[config.mk]
export PLATFORM = sky130hd
export DESIGN_NAME = game_sequencer
export DESIGN_NICKNAME = d
export VERILOG_FILES = /design/src/rtl/game_sequencer.sv
export SDC_FILE = /design/constraint.sdc
export NUM_CORES = 1
export LEC_CHECK = 0
export ABC_CLOCK_PERIOD_IN_PS = 4150
export CAP_MARGIN = 20
export CORE_MARGIN = 10
export CORE_UTILIZATION = 30
export CTS_BUF_LIST = sky130_fd_sc_hd__clkbuf_8
export DETAILED_ROUTE_END_ITERATION = 10
export GPL_ROUTABILITY_DRIVEN = 0
export PLACE_DENSITY = 0.48
export RECOVER_POWER = 25
export SETUP_SLACK_MARGIN = 0.3
export SKIP_CTS_REPAIR_TIMING = 1
export SYNTH_ARGS = -nofsm -noshare
export SYNTH_HDL_FRONTEND = slang
export SYNTH_SLANG_ARGS = --single-unit
[constraint.sdc]
create_clock -name clk -period 4.15 [get_ports clk]
set_clock_uncertainty 0.15 [all_clocks]
set_input_delay 0.83 -clock clk [delete_from_list [all_inputs] [get_ports clk]]
set_output_delay 0.83 -clock clk [all_outputs]
set_load 0.005 [all_outputs]
[src/rtl/game_sequencer.sv]
// Gravity-runner round controller: roster latch, countdown, play/score, winner report.
// A free-running divider produces the game tick that paces the countdown and the score.
module game_sequencer #(
  parameter int TICK_DIV        = 1250000,
  parameter int COUNTDOWN_TICKS = 240,
  parameter int SCORE_W         = 16
) (
  input  logic               clk,
  input  logic               reset,
  input  logic               start,
  input  logic [3:0]         p_en,
  input  logic [3:0]         dead,
  output logic               game_tick,
  output logic [3:0]         play,
  output logic               enable_board,
  output logic [1:0]         state,
  output logic [7:0]         cd_remaining,
  output logic [SCORE_W-1:0] score,
  output logic [3:0]         winner,
  output logic               game_over
);

  localparam int CNT_W = (TICK_DIV > 2) ? $clog2(TICK_DIV) : 1;

  typedef enum logic [1:0] {IDLE, COUNTDOWN, PLAYING, GAME_OVER} state_t;

  state_t             st, st_nx;
  logic [CNT_W-1:0]   cnt;
  logic               start_q;
  logic               start_rise;
  logic [3:0]         alive;
  logic [2:0]         n_play, n_alive;
  logic [3:0]         play_nx, winner_nx;
  logic [7:0]         cd_nx;
  logic [SCORE_W-1:0] score_nx;

  function automatic logic [2:0] popcnt4(input logic [3:0] v);
    return {2'b00, v[0]} + {2'b00, v[1]} + {2'b00, v[2]} + {2'b00, v[3]};
  endfunction

  assign game_tick  = (cnt == CNT_W'(TICK_DIV - 1));
  assign start_rise = start & ~start_q;
  // Non-roster players are masked out, so their dead flags never matter.
  assign alive      = play & ~dead;
  assign n_play     = popcnt4(play);
  assign n_alive    = popcnt4(alive);
  assign state      = st;

  always_comb begin
    st_nx     = st;
    play_nx   = play;
    cd_nx     = cd_remaining;
    score_nx  = score;
    winner_nx = winner;
    unique case (st)
      IDLE: begin
        if (start_rise && p_en != 4'd0) begin
          play_nx = p_en;
          cd_nx   = 8'(COUNTDOWN_TICKS);
          st_nx   = COUNTDOWN;
        end
      end
      COUNTDOWN: begin
        if (game_tick) begin
          cd_nx = cd_remaining - 8'd1;
          if (cd_remaining == 8'd1) st_nx = PLAYING;
        end
      end
      PLAYING: begin
        // Round end wins over the score bump in the same cycle.
        if ((n_play >= 3'd2 && n_alive <= 3'd1) || (n_play == 3'd1 && n_alive == 3'd0)) begin
          st_nx     = GAME_OVER;
          winner_nx = alive;
        end else if (game_tick && !(&score)) begin
          score_nx = score + 1'b1;
        end
      end
      GAME_OVER: begin
        if (start_rise) begin
          st_nx     = IDLE;
          play_nx   = 4'd0;
          cd_nx     = 8'd0;
          score_nx  = '0;
          winner_nx = 4'd0;
        end
      end
      default: st_nx = IDLE;
    endcase
  end

  always_ff @(posedge clk) begin
    if (reset) begin
      cnt          <= '0;
      start_q      <= 1'b0;
      st           <= IDLE;
      play         <= 4'd0;
      cd_remaining <= 8'd0;
      score        <= '0;
      winner       <= 4'd0;
      enable_board <= 1'b0;
      game_over    <= 1'b0;
    end else begin
      cnt          <= game_tick ? '0 : cnt + 1'b1;
      start_q      <= start;
      st           <= st_nx;
      play         <= play_nx;
      cd_remaining <= cd_nx;
      score        <= score_nx;
      winner       <= winner_nx;
      enable_board <= (st_nx == PLAYING);
      game_over    <= (st_nx == GAME_OVER);
    end
  end

endmodule

== Word-level counts from Yosys, hierarchy flattened ==
Index checks and enable logic that the tools add are counted.

* Add/subtract/negate cells: 9
* Bitwise gates (word level): 4
* Equal/unequal tests: 14
* Order comparisons: 2
* Reduce and logical (&&, ||, !) cells: 18
* Muxes and demuxes: 19
* Multipliers: 0
* Shift operators: 0
* Divide/modulo/power cells: 0

{| class="wikitable"
|+ Operator list
! cell !! count
|-
| $mux W16 || 3
|-
| $pmux W16 S2 || 1
|-
| $mux W8 || 3
|-
| $pmux W8 S3 || 1
|-
| $add A21 B1 Y21 const B || 1
|-
| $eq A21 B21 Y1 const B || 1
|-
| $add A16 B1 Y16 const B || 1
|-
| $pmux W4 S2 || 2
|-
| $reduce_and A16 Y1 || 1
|-
| $mux W4 || 3
|-
| $ne A2 B2 Y1 const B || 6
|-
| $mux W2 || 5
|-
| $eq A2 B2 Y1 const B || 4
|-
| $eq A8 B1 Y1 const B || 1
|-
| $pmux W2 S4 || 1
|-
| $reduce_and A4 Y1 || 2
|-
| $sub A8 B1 Y8 const B || 1
|-
| $add A2 B1 Y3 || 2
|-
| $add A3 B1 Y3 || 2
|-
| $reduce_and A3 Y1 || 2
|-
| $add A1 B1 Y2 || 2
|-
| $and A4 B4 Y4 || 1
|-
| $logic_and A1 B1 Y1 || 4
|-
| $not A4 Y4 || 1
|-
| other kinds (14) || 15
|}

* Bits of input ports: 11
* Logic and storage cells: 75
* Memories kept: 0
* Register bits after elaboration: 58
* Output and inout port bits: 37
* Latch bits: 0
* Memory bits (writable): 0
* Memory bits (read-only): 0

== Longest topological paths before layout ==
* Word-level depth: 11
* Mapped depth: 12
* Mapped depth without buffers: 11

== Worst setup path before layout ==
No wires, ideal clock.

* Path kind: input to register
* From: in dead[1]
* To: reg score[10]
* Stages: 11
* Library setup time: 0.101 ns
* Data required time: 3.899 ns
* Path buffers: 1
* Data arrival time: 3.227 ns
* Path slack: 0.672 ns
* Path through: nor2_1 fa_1 ha_1 inv_1 ha_1 nor4_1 a211oi_2 o22ai_1 clkbuf_1 o311ai_0 o41ai_1

* Word-level cells in the longest chain between the ends: 10
* Elaborated cells on any way between the ends: 12
* Those cells by class: add/sub: 3; order compare: 1; eq/ne: 1; bitwise: 2; reduce/logical: 5

{| class="wikitable"
|+ RTL lines
! element !! line !! source
|-
| start, declared || 12 || <nowiki>input logic [3:0] dead,</nowiki>
|-
| $not A4 Y4 (*) || 44 || <nowiki>assign alive = play & ~dead;</nowiki>
|-
| $and A4 B4 Y4 (*) || 44 ||
|-
| $add A1 B1 Y2 (*) || 38 || <nowiki>return {2'b00, v[0]} + {2'b00, v[1]} + {2'b00, v[2]} + {2'b00, v[3]};</nowiki>
|-
| $add A2 B1 Y3 (*) || 38 ||
|-
| $add A3 B1 Y3 (*) || 38 ||
|-
| $le A3 B1 Y1 / $logic_not A3 Y1 (equally long branches) || 71 || <nowiki>if ((n_play >= 3'd2 && n_alive <= 3'd1) || (n_play == 3'd1 && n_alive == 3'd0)) begin</nowiki>
|-
| $logic_and A1 B1 Y1 || 71 ||
|-
| $logic_or A1 B1 Y1 (*) || 71 ||
|-
| $ne A2 B2 Y1 (no source line) (*) || - ||
|-
| $reduce_and A4 Y1 (no source line) (*) || - ||
|-
| end signal, assigned || 108 || <nowiki>score <= score_nx;</nowiki>
|-
| end, declared || 18 || <nowiki>output logic [SCORE_W-1:0] score,</nowiki>
|}

Every way passes the cells marked *; elsewhere a longest branch is shown, timed or not.
A chain may end at the register's enable or synchronous reset.

== Worst setup path in the final report ==
* From: reg cnt[10]
* To: out game_tick

* Word-level cells in the longest chain between the ends: 1

{| class="wikitable"
|+ RTL lines
! element !! line !! source
|-
| start, declared || 28 || <nowiki>logic [CNT_W-1:0] cnt;</nowiki>
|-
| start signal, assigned || 103 || <nowiki>cnt <= game_tick ? '0 : cnt + 1'b1;</nowiki>
|-
| $eq A21 B21 Y1 || 41 || <nowiki>assign game_tick = (cnt == CNT_W'(TICK_DIV - 1));</nowiki>
|-
| end, declared || 13 || <nowiki>output logic game_tick,</nowiki>
|}

No other way between the ends.

==> out/results.tsv <==
stage	metric	value	unit
synthesis	synth_most_common_cell	dfxtp_1	
setup_path	reg2reg_depth	13	
cts	h-tree-depth	3	
cts	insertion_delay	0.34	ns
setup_path	cp.arrival	2.64	ns
placement	io_buffers	47	
synthesis	seq_area_frac_synth	36.00	%
setup_path	reg2reg_slack	1.00	ns
setup_path	endpoint_kind	output pin	
synthesis	synth_cell_types	57	
synthesis	ys_ff_latch	58	
sta	tightestPinTransition	1.793	ns
setup_path	critPathCapture	game_tick	
cts	clk_pin_slew_worst_paths	0.07	ns
floorplanning	rows	37	
placement	placed_cells	573	
final_layout	finalNonFillerCells	589	
detailed_routing	viasPerCell	5.216	
sta	fmax	0.2764	GHz
global_route	grt-ovfl-total	0	
detailed_routing	vias	3072	
run	max-cap-violations	1	
power	p_per_area	309.3	nW/µm²
global_route	antenna_found_initial	0	
synthesis	synth_top_area_cell	dfxtp_1	
setup_path	r2r_end	score[13]$_SDFFE_PP0P_	
sta	setup_viol	0	
cts	clockRootBuffer	clkbuf_8	
sta	setup_tns	0	ns
cts	numCtsBuffers	9	
power	irDropWorstVdd	0.1132	mV
synthesis	ys.flop_type	dfxtp_1	
sta	maxSlewViolCount	37	
synthesis	synth_area_leaders	dfxtp_1 (36%), nor2_1 (5.5%), nand2_1 (4.4%)	
floorplanning	start_util	30.97	%
floorplanning	io-pin-count	48	
floorplanning	coreArea	10420	µm²
detailed_routing	first_pass_iters	5	
power	totalPowerFinal	1.254	mW
final_layout	areaGrowthSynthToFinish	25.72	%
global_route	first_global_vias	2986	
global_route	grt_usage	12.43	%
sta	slew_headroom	-19.55	%
sta	fin_crit_sh	87.17	%
final_layout	nets	471	
global_route	grt_pass1_wl	15.17	mm
run_status	violations	capacitance limit, slew limit	
synthesis	netlist_top_cells_count	dfxtp_1 (58), nor2_1 (47), nand2_1 (38), nand3_1 (28)	
synthesis	synth_top_area_share	36.00	%
final_layout	drive_gt1_share	7.506	%
setup_path	required	3.17	ns
setup_path	startpoint_type	flop	
setup_path	crit_start	cnt[10]$_SDFF_PP0_	
synthesis	avgSynthCellArea	8.084	µm²
detailed_routing	ant_nets	0	
detailed_routing	wire_per_inst	15.56	µm
cts	cts_num_sinks	58	
cts	clockBufferDepth	2	
sta	hold_violations	0	
floorplanning	die-area	15300	µm²
setup_path	crit_type	reg2out	
synthesis	yosysWarnings	0	
run_status	status	finished, violations left	
synthesis	synth_nets	422	
cts	tritoncts	built	
synthesis	syn-cell-area	3226	µm²
synthesis	async_flop_share	0	%
detailed_routing	drc	0	
floorplanning	die_w	123.7	µm
setup_path	r2r-start	play[1]$_SDFFE_PP0P_	
floorplanning	die_h	123.7	µm
power	p_leak	1.464	nW
sta	fin_ws	0.5324	ns
final_layout	antennaDiodeCount	0	
worst_hold_path	min_path_type	reg2reg	
placement	dp_hpwl	6.603	mm
sta	rsz0062_at_grt	false	
final_layout	final_core_util	38.93	%
global_route	grt_max_degree	37	
placement	dp_slack	0.2472	ns
sta	period_needed	3.618	ns
synthesis	synthCells	399	
synthesis	synth_edf_count	0	
setup_path	cp_max_fo	7	
detailed_routing	wl	9.164	mm
detailed_routing	drtIter0Drc	227	
cell usage in the layout, fill, tap and decap left out, types with 3 or more instances in the layout:
master / n
a21oi_1: 17
a22oi_1: 3
a311oi_1: 3
a31oi_1: 8
a32o_1: 3
and3_1: 8
and4_1: 3
buf_4: 9
clkbuf_8: 10
clkdlybuf4s50_1: 25
clkinv_2: 3
dfxtp_1: 58
dlygate4sd3_1: 22
ha_1: 10
inv_1: 18
nand2_1: 38
nand2b_1: 5
nand3_1: 28
nand3b_1: 3
nand4_1: 6
nand4b_1: 6
nor2_1: 47
nor2b_1: 6
nor3_1: 11
nor4_1: 11
o21ai_0: 16
o311ai_0: 3
o31ai_1: 6
or2_2: 3
or4_1: 5
xnor2_1: 7
xor2_1: 12
metrics by stage:
step / hold slack [ns] / cell area, µm²
2_1_floorplan: 0.2912 / 3226
3_3_place_gp: 0.3081 / 3860
3_5_place_dp: 0.3099 / 3860
4_1_cts: 0.3203 / 4055
5_1_grt: 0.3410 / 4055
6_report: 0.3121 / 4055
how the worst min path moves through the flow:
stage                      startpoint  cells past startpoint                endpoint
2_1_floorplan       cnt[0]$_SDFF_PP0_                      1       cnt[0]$_SDFF_PP0_
3_3_place_gp   winner[3]$_SDFFE_PP0P_                      2  winner[3]$_SDFFE_PP0P_
3_5_place_dp   winner[1]$_SDFFE_PP0P_                      2  winner[1]$_SDFFE_PP0P_
4_1_cts        winner[1]$_SDFFE_PP0P_                      2  winner[1]$_SDFFE_PP0P_
5_1_grt        winner[0]$_SDFFE_PP0P_                      2  winner[0]$_SDFFE_PP0P_
6_report       winner[1]$_SDFFE_PP0P_                      2  winner[1]$_SDFFE_PP0P_
critical path, cell delays in order, from the launching register on:
cell             delay, ns
dfxtp_1               0.37
or4b_1                0.54
or4_4                 0.64
nor2_1                0.21
clkdlybuf4s50_1       0.54
cell type report:
type | count | area (µm²)
clock buffer | 10 | 137.6
inverter | 18 | 67.56
fill | 1101 | 6361
multi-input combinational | 304 | 1919
sequential | 58 | 1161
clock inverter | 6 | 57.56
tap | 136 | 170.2
timing repair buffer | 57 | 541.8
cells by family (layout without fill, tap and decap cells):
kind of cell             count (synthesis)  after routing  share of synthesized area [%]
adder cells (fa/ha/maj)                 12             12                          5.120
AND/OR/NAND/NOR                        192            192                          31.89
AO/OA/AOI/OAI                           81             81                          17.22
buffers and inverters                   37             91                          4.616
XOR/XNOR                                19             19                          5.159
flip-flops                              58             58                          36.00
routing by layer:
metal / vias up / track usage [%] / share of wire, %
met4: 0 / 4.512 / 1.0
met1: 1433 / 16.26 / 48
met2: 70 / 19.17 / 45
li1: 1560 / - / -
met3: 9 / 3.394 / 6.0
met5: - / 0 / 0
state kept, by name (all words and copies together), names as in the netlist:
| name | flops |
|---|---|
| cd_remaining | 8 |
| cnt | 21 |
| enable_board | 1 |
| game_over | 1 |
| play | 4 |
| score | 16 |
| start_q | 1 |
| state | 2 |
| winner | 4 |
where the power goes:
group	internal (mW)	leakage (nW)	switching [mW]
Sequential	0.572	0.470	0.0213
Clock	0.289	0.107	0.239
Combinational	0.0611	0.886	0.0717
Power figures use the tool's default switching activity.
